$ cat config.mk
export PLATFORM = sky130hd
export DESIGN_NAME = imem_loader
export DESIGN_NICKNAME = d
export VERILOG_FILES = /design/src/rtl/imem_loader_pkg.sv /design/src/rtl/imem_loader_byte_packer.sv /design/src/rtl/imem_loader.sv
export SDC_FILE = /design/constraint.sdc
export NUM_CORES = 1
export LEC_CHECK = 0
export ABC_AREA = 1
export CAP_MARGIN = 20
export CORE_MARGIN = 1.5
export CORE_UTILIZATION = 50
export CTS_CLUSTER_SIZE = 30
export DETAILED_ROUTE_END_ITERATION = 6
export PLACE_DENSITY = 0.89
export SYNTH_ARGS = -nofsm -noshare
export SYNTH_HDL_FRONTEND = slang
export SYNTH_SLANG_ARGS = --single-unit
$ cat constraint.sdc
create_clock -name clk -period 2 [get_ports clk]
set_clock_uncertainty 0.1 [all_clocks]
set_input_delay 0.4 -clock clk [delete_from_list [all_inputs] [get_ports clk]]
set_output_delay 0.4 -clock clk [all_outputs]
set_load 0.01 [all_outputs]
$ cat src/rtl/imem_loader_pkg.sv
// Shared constants and FSM state encoding for the instruction-memory loader.
// Optional checksum stage is enabled by defining IMEM_LOADER_CHECKSUM_EN.
package imem_loader_pkg;

  localparam int unsigned IMEM_ADDR_W    = 10;
  localparam int unsigned IMEM_DEPTH     = 1024;
  localparam int unsigned BYTES_PER_WORD = 4;

  typedef enum logic [2:0] {
    ST_IDLE  = 3'd0,
    ST_RECV  = 3'd1,
    ST_WRITE = 3'd2,
    ST_CHECK = 3'd3,
    ST_DONE  = 3'd4
  } state_e;

endpackage

$ cat src/rtl/imem_loader_byte_packer.sv
// Little-endian byte-to-word assembler with optional running XOR of payload bytes.
// XOR accumulator exists only when IMEM_LOADER_CHECKSUM_EN is defined.
module byte_packer
  import imem_loader_pkg::*;
(
  input  logic        clk,
  input  logic        reset,
  input  logic        clear_i,
  input  logic        accept_i,
  input  logic [7:0]  byte_i,
  output logic [31:0] wdata_o,
  output logic        word_full_o
`ifdef IMEM_LOADER_CHECKSUM_EN
  ,
  output logic [7:0]  xor_o
`endif
);

  logic [1:0]  idx_q, idx_d;
  logic [31:0] data_q, data_d;
`ifdef IMEM_LOADER_CHECKSUM_EN
  logic [7:0]  xor_q, xor_d;
`endif

  always_comb begin
    idx_d  = idx_q;
    data_d = data_q;
`ifdef IMEM_LOADER_CHECKSUM_EN
    xor_d  = xor_q;
`endif
    if (clear_i) begin
      idx_d = '0;
`ifdef IMEM_LOADER_CHECKSUM_EN
      xor_d = '0;
`endif
    end else if (accept_i) begin
      data_d[{idx_q, 3'b000} +: 8] = byte_i;
      idx_d = idx_q + 2'd1;
`ifdef IMEM_LOADER_CHECKSUM_EN
      xor_d = xor_q ^ byte_i;
`endif
    end
  end

  always_ff @(posedge clk) begin
    if (reset) begin
      idx_q  <= '0;
      data_q <= '0;
`ifdef IMEM_LOADER_CHECKSUM_EN
      xor_q  <= '0;
`endif
    end else begin
      idx_q  <= idx_d;
      data_q <= data_d;
`ifdef IMEM_LOADER_CHECKSUM_EN
      xor_q  <= xor_d;
`endif
    end
  end

  assign wdata_o     = data_q;
  assign word_full_o = accept_i && (idx_q == 2'(BYTES_PER_WORD - 1));
`ifdef IMEM_LOADER_CHECKSUM_EN
  assign xor_o       = xor_q;
`endif

endmodule

$ cat src/rtl/imem_loader.sv
// Streams bytes into instruction memory as sequential 32-bit words, holding the core meanwhile.
// Define IMEM_LOADER_CHECKSUM_EN to require a trailing XOR checksum byte per load.
module imem_loader
  import imem_loader_pkg::*;
#(
  parameter int unsigned ADDR_W = IMEM_ADDR_W,
  parameter int unsigned DEPTH  = IMEM_DEPTH
) (
  input  logic              clk,
  input  logic              reset,
  input  logic              start,
  input  logic [ADDR_W:0]   len,
  input  logic              in_valid,
  input  logic [7:0]        in_data,
  output logic              in_ready,
  output logic              we,
  output logic [ADDR_W-1:0] waddr,
  output logic [31:0]       wdata,
  output logic              busy,
  output logic              cpu_hold,
  output logic              done,
  output logic              err
);

`ifdef IMEM_LOADER_CHECKSUM_EN
  localparam state_e ST_TAIL = ST_CHECK;
`else
  localparam state_e ST_TAIL = ST_DONE;
`endif

  state_e            state_q, state_d;
  logic [ADDR_W:0]   len_q, len_d;
  logic [ADDR_W-1:0] waddr_q, waddr_d;
  logic              err_q, err_d;
  logic              in_ready_q, we_q, busy_q, done_q;
  logic              pk_clear, pk_accept, word_full, last_word;
`ifdef IMEM_LOADER_CHECKSUM_EN
  logic [7:0]        ck_xor;
`endif

  byte_packer u_packer (
    .clk         (clk),
    .reset       (reset),
    .clear_i     (pk_clear),
    .accept_i    (pk_accept),
    .byte_i      (in_data),
    .wdata_o     (wdata),
    .word_full_o (word_full)
`ifdef IMEM_LOADER_CHECKSUM_EN
    ,
    .xor_o       (ck_xor)
`endif
  );

  // Compared in ADDR_W+1 bits so a DEPTH-word load ends at DEPTH-1 before the counter wraps.
  assign last_word = ({1'b0, waddr_q} == (len_q - (ADDR_W + 1)'(1)));

  always_comb begin
    state_d   = state_q;
    len_d     = len_q;
    waddr_d   = waddr_q;
    err_d     = err_q;
    pk_clear  = 1'b0;
    pk_accept = 1'b0;
    unique case (state_q)
      ST_IDLE: begin
        if (start) begin
          len_d    = len;
          waddr_d  = '0;
          err_d    = 1'b0;
          pk_clear = 1'b1;
          if (len > (ADDR_W + 1)'(DEPTH)) begin
            err_d   = 1'b1;
            state_d = ST_DONE;
          end else if (len == '0) begin
            state_d = ST_TAIL;
          end else begin
            state_d = ST_RECV;
          end
        end
      end
      ST_RECV: begin
        pk_accept = in_valid && in_ready_q;
        if (word_full) state_d = ST_WRITE;
      end
      ST_WRITE: begin
        waddr_d = waddr_q + ADDR_W'(1);
        state_d = last_word ? ST_TAIL : ST_RECV;
      end
`ifdef IMEM_LOADER_CHECKSUM_EN
      ST_CHECK: begin
        if (in_valid && in_ready_q) begin
          if (in_data != ck_xor) err_d = 1'b1;
          state_d = ST_DONE;
        end
      end
`endif
      ST_DONE: state_d = ST_IDLE;
      default: state_d = ST_IDLE;
    endcase
  end

  // Outputs are registered from the next state so they align with the state they describe.
  always_ff @(posedge clk) begin
    if (reset) begin
      state_q    <= ST_IDLE;
      len_q      <= '0;
      waddr_q    <= '0;
      err_q      <= 1'b0;
      in_ready_q <= 1'b0;
      we_q       <= 1'b0;
      busy_q     <= 1'b0;
      done_q     <= 1'b0;
    end else begin
      state_q    <= state_d;
      len_q      <= len_d;
      waddr_q    <= waddr_d;
      err_q      <= err_d;
      in_ready_q <= (state_d == ST_RECV) || (state_d == ST_CHECK);
      we_q       <= (state_d == ST_WRITE);
      busy_q     <= (state_d != ST_IDLE);
      done_q     <= (state_d == ST_DONE);
    end
  end

  assign in_ready = in_ready_q;
  assign we       = we_q;
  assign waddr    = waddr_q;
  assign busy     = busy_q;
  assign cpu_hold = busy_q;
  assign done     = done_q;
  assign err      = err_q;

endmodule

# [Word level (Yosys, flattened, before mapping)]
# Index checks and enable logic that the tools add are counted.
[totals] romBits=0 wordCells=51 latch_bits=0 output_inout_bits=48 input_bits=23 ff_bits=63 memories=0 ram_bits=0
[classes] n_reduce_logical=11 multipliers=0 n_div=0 n_mux=13 bitwise_logic=1 addsub=4 shifts=2 magnitude_cmp=1 eq_ne=9
[op_table] operator="bitwise mux 32 bit" n=1
[op_table] operator="variable shift 8 x 7 -> 32 bit, first input constant" n=1
[op_table] operator="variable part select 8 x 7 -> 32 bit" n=1
[op_table] operator="one-hot mux 10 bit (2 select lines)" n=1
[op_table] operator="2-to-1 mux 3 bit" n=5
[op_table] operator="== test 10 x 11 -> 1 bit" n=1
[op_table] operator="> comparator 11 bit, second input constant" n=1
[op_table] operator="logical NOT 11 bit" n=1
[op_table] operator="subtractor 11 x 1 -> 11 bit, second input constant" n=1
[op_table] operator="adder 10 x 1 -> 10 bit, second input constant" n=1
[op_table] operator="2-to-1 mux 10 bit" n=1
[op_table] operator="== test 3 x 2 -> 1 bit, second input constant" n=3
[op_table] operator="one-hot mux 3 bit (3 select lines)" n=1
[op_table] operator="negator 5 -> 7 bit" n=1
[op_table] operator="== test 3 x 1 -> 1 bit, second input constant" n=2
[op_table] operator="AND reduction 2 bit" n=3
[op_table] operator="2-to-1 mux 1 bit" n=4
[op_table] operator="== test 3 bit, second input constant" n=1
[op_table] operator="logical NOT 3 bit" n=1
[op_table] operator="nonzero test 3 bit" n=1
[op_table] operator="adder 2 x 1 -> 2 bit, second input constant" n=1
[op_table] operator="== test 2 bit, second input constant" n=1
[op_table] operator="logical AND 1 bit" n=2
[op_table] operator="!= test 2 bit, second input constant" n=1
[op_table] operator="other kinds (4)" n=4

# [Depth between registers and ports, before layout]
# Gate-level depths: netlist of the first run.
[depth] depth_word=7 ltp_mapped=15 mapped_depth_nobuf=15

# [Hierarchy]
# From an unflattened synthesis of the first run, not the netlist that was laid out.
[hier_totals] hier_cells=444 area_unflattened_um2=3165.5
[by_module_without_submodules] module="imem_loader" seq_area_each_um2=580.6 instances=1 cells_each=249 area_each_um2=1629.1
[by_module_without_submodules] module="byte_packer" seq_area_each_um2=680.7 instances=1 cells_each=195 area_each_um2=1536.5

# [Least setup slack after synthesis of the first run]
# Ideal clock, no wire load.
[synth_timing] path_type="reg2reg" start="register u_packer.idx_q[0]" end="register u_packer.data_q[22] (netlist: u_packer.wdata_o[22])" t_arrival_ns=1.602 path_stages_with_launch=8 setup_slack_ns=0.228 required_time_ns=1.829 setup_time_ns=0.071 synth_period_minus_slack_ns=1.772 cell_sequence="dfxtp_1 > inv_1 > ha_1 > buf_2 > nand2_1 > nor2_1 > nand3_1 > a21oi_1"
[synth_between] elab_chain_cells=3 elab_cells_between_ends=4 cone_classes="add/sub: 1; shift: 2; mux: 1"
[synth_lines] item="start: declaration" line="imem_loader_byte_packer.sv:19" rtl="logic [1:0] idx_q, idx_d;"
[synth_lines] item="start signal: assignment" line="imem_loader_byte_packer.sv:53" rtl="idx_q <= idx_d;"
[synth_lines] item="negator 5 -> 7 bit *" line="imem_loader_byte_packer.sv:37" rtl="data_d[{idx_q, 3'b000} +: 8] = byte_i;"
[synth_lines] item="variable part select 8 x 7 -> 32 bit or variable shift 8 x 7 -> 32 bit (tied branches)" line="imem_loader_byte_packer.sv:37"
[synth_lines] item="bitwise mux 32 bit *" line="imem_loader_byte_packer.sv:37"
[synth_lines] item="end signal: assignment" line="imem_loader_byte_packer.sv:54" rtl="data_q <= data_d;"
[synth_lines] item="end: declaration" line="imem_loader_byte_packer.sv:20" rtl="logic [31:0] data_q, data_d;"
# Mark *: on every way between the ends. The rest lies on a longest branch, timed or not.
# A chain may end at the register's enable or synchronous reset.

# [Final worst setup path of the first run]
[layout_timing] start="register waddr_q[6] (netlist: waddr[6])" end="output waddr[6]"
[layout_lines] item="start: declaration" line="imem_loader.sv:33" rtl="logic [ADDR_W-1:0] waddr_q, waddr_d;"
[layout_lines] item="start signal: assignment" line="imem_loader.sv:117" rtl="waddr_q <= waddr_d;"
[layout_lines] item="end: declaration" line="imem_loader.sv:17" rtl="output logic [ADDR_W-1:0] waddr,"
# No word-level cell between the ends.

==> results.json, run 1 <==
{
  "initial_utilization": 0.5141,
  "final_cells": 602,
  "gr-total-overflow": 0,
  "ys_types": 29,
  "fin_setup_tns_ns": 0,
  "worst_pin_slew_ns": 0.3500,
  "insertedDiodeCount": 0,
  "finalInstanceArea_um2": 4073,
  "min_period_ns": 1.927,
  "numCtsBuffers": 9,
  "crit_arrival_ns": 1.43,
  "drcViolationCount": 0,
  "slowest_stage": "clkdlybuf4s50_1",
  "maxCapViolCount": 0,
  "cts-resized-gates": 0,
  "seq_area_um2": 1262,
  "startpoint_type": "flip-flop",
  "ios": 71,
  "setup_violations": 0,
  "final_common_cell": "nand2_1",
  "reg2reg_from": "len_q[1]$_SDFFE_PP0P_",
  "slew_viol_final": 0,
  "timing.fmax_mhz": 518.9,
  "cts_hold_buf": 0,
  "reg2reg_slack_ns": 0.17,
  "multi_input_area_um2": 1495,
  "post_drt_wl_per_cell_um": 13.06,
  "r2r_cells": 12,
  "track_usage": 0.2551,
  "num_vias": 3137,
  "antenna_found_initial": 0,
  "leakage_nw": 1.686,
  "switching_power_mw": 0.7545,
  "fin_total_pwr_mw": 2.637,
  "crit_buf_inv": 1,
  "final_cell_mix": "85 x nand2_1, 70 x clkdlybuf4s50_1, 62 x nor2_1, 62 x dfxtp_1, 54 x inv_1",
  "p_per_area_nw_per_um2": 647.4,
  "drt_first_iter_violations": 184,
  "power_frac_seq": 0.494,
  "critical_path.top_delay_family": "buffers and inverters",
  "status": "completed",
  "post-cts-setup-buffer-count": 0,
  "clock_sinks": 63,
  "fillers": 474,
  "hold_slack_ns": 0.3667,
  "grt_pass1_vias": 2963,
  "vdd_drop_max_mv": 0.4750,
  "rsz0062_at_grt": "no",
  "syn_area_um2": 3008,
  "power_frac_clock": 0.369,
  "min_path_type": "reg2reg",
  "ant_nets": 0,
  "syn_area_per_cell_um2": 6.915,
  "cts_tree": "built",
  "gp_congestion": 0.9087,
  "path_clk_slew_ns": 0.07,
  "fin_crit_sh": 0.9636,
  "hold_viol_final": 0,
  "ys_seq_area_frac": 0.4193,
  "hold_start": "u_packer.wdata_o[19]$_SDFFE_PP0P_",
  "cp_cell_sequence": "clkdlybuf4s50_1",
  "power.internal_mw": 1.882,
  "die_x_um": 80.56,
  "slew_headroom": 0.7661,
  "yosys_register_bits": 63,
  "die-area_um2": 6490,
  "dp_hpwl_mm": 5.934,
  "ys_warn_count": 0,
  "area_delta_synth_final_pct": 35.40,
  "dpl_cell_area_um2": 3887,
  "placementRows": 28,
  "crit_path_max_fanout": 7,
  "dpl.cell_count": 587,
  "fp.coreArea_um2": 5851,
  "slowest_delay_ns": 0.60,
  "clock_path_buffers": 2,
  "rr_endpoint": "busy$_SDFF_PP0_",
  "viasPerCell": 5.211,
  "critical_path_class": "reg2out",
  "worstHoldPathCells": 2,
  "grt_max_degree": 24,
  "final_net_count": 553,
  "die-height_um": 80.56,
  "io_buffers": 70,
  "synth_cells": 435,
  "worstPathRequired_ns": 1.50,
  "drt-pass1-iter-count": 4,
  "drive_gt1_frac": 0.09298,
  "p_sw_frac": 0.2862,
  "routed_wl_mm": 7.865,
  "htree_levels": 3,
  "synth_fp_nets": 465,
  "pwr-share-comb": 0.137,
  "min_to": "u_packer.wdata_o[19]$_SDFFE_PP0P_",
  "cts_root_buffer": "clkbuf_8",
  "grt_pass1_wl_mm": 12.70,
  "clk_latency_ns": 0.34,
  "critical_path.endpoint_type": "output port"
}
==> metal layers <==
metal  routed length (um)  GRT usage  up-vias  part of all wire
met2                 3908     0.4529      123              0.50
met1                 3064     0.2613     1405              0.39
li1                     -          -     1582                 -
met4                  219     0.1190        0             0.028
met3                  673    0.09886       27             0.086
met5                    0          0        -                 0
==> worst max-delay path by stage <==
stage | startpoint | endpoint | slack (ns) | cells after the start
finish | waddr[6]$_SDFFE_PP0P_ | waddr[6] | 0.07 | 1
global route | waddr[6]$_SDFFE_PP0P_ | waddr[6] | 0.0007 | 1
CTS | waddr[6]$_SDFFE_PP0P_ | waddr[6] | 0.06 | 1
detailed placement | len[1] | busy$_SDFF_PP0_ | -0.02 | 12
global placement | len[1] | busy$_SDFF_PP0_ | 0.07 | 12
floorplan | u_packer.idx_q[0]$_SDFFE_PP0P_ | u_packer.wdata_o[22]$_SDFFE_PP0P_ | 0.23 | 7
==> cells by family (layout without fill, tap and decap cells) <==
group           Yosys count  count (layout)  share of synthesized area
simple gates            212             212                     0.3032
compound gates           79              79                     0.1431
buf+inv                  68             160                    0.08777
flops                    63              63                     0.4193
fa+ha+maj                 7               7                    0.02912
xor+xnor                  6               6                    0.01747
==> cell usage after synthesis (all sizes together) <==
library cell  number  area share
nor3              16       0.028
nand2             88        0.11
buf                4      0.0075
o21ai             41       0.068
o22ai              5       0.010
inv               56       0.070
a21oi             25       0.042
clkinv             1      0.0012
clkbuf             7      0.0091
a211oi             2      0.0050
nor2              69       0.095
xor2               3      0.0087
dfxtp             63        0.42
nand4              2      0.0042
a221oi             3      0.0087
nand3             37       0.063
o211ai             1      0.0025
o211a              2      0.0067
xnor2              3      0.0087
ha                 7       0.029
==> stage by stage <==
stage               utilization  setup WS, ns
floorplan                     -        0.2276
global route             0.6961     0.0007054
CTS                      0.6938       0.06375
global placement         0.6645       0.07462
detailed placement       0.6645      -0.01940
finish                   0.6961       0.07279
==> final cells by class <==
class,instances,share of cell area
Tap cell,75,0.02304
Multi-Input combinational cell,304,0.3671
Clock buffer,9,0.03041
Sequential cell,63,0.3100
Clock inverter,6,0.01167
Inverter,57,0.05253
Timing Repair Buffer,88,0.2052
==> sequential cells by signal (all words and copies together) (netlist names) <==
name,flops
in_ready,1
busy,1
waddr,10
u_packer.wdata_o,32
state_q,3
len_q,11
err,1
done,1
u_packer.idx_q,2
we,1
==> power groups by stage <==
stage / Clock, mW / Combinational, mW / Sequential, mW
2_1_floorplan: 0 / 0.213 / 1.33
4_1_cts: 0.990 / 0.353 / 1.30
3_5_place_dp: 0 / 0.351 / 1.33
6_report: 0.973 / 0.361 / 1.30
3_3_place_gp: 0 / 0.339 / 1.33
5_1_grt: 1.04 / 0.402 / 1.31
Power figures use the tool's default switching activity.
==> run 2, diff against run 1 <==
--- a/config.mk
+++ b/config.mk
@@ -12,6 +12,7 @@
 export CTS_CLUSTER_SIZE = 30
 export DETAILED_ROUTE_END_ITERATION = 6
 export PLACE_DENSITY = 0.89
+export SLEW_MARGIN = 10
 export SYNTH_ARGS = -nofsm -noshare
 export SYNTH_HDL_FRONTEND = slang
 export SYNTH_SLANG_ARGS = --single-unit
==> results of run 2 <==
The final DEF is identical to that of run 1; final timing and power are the same.
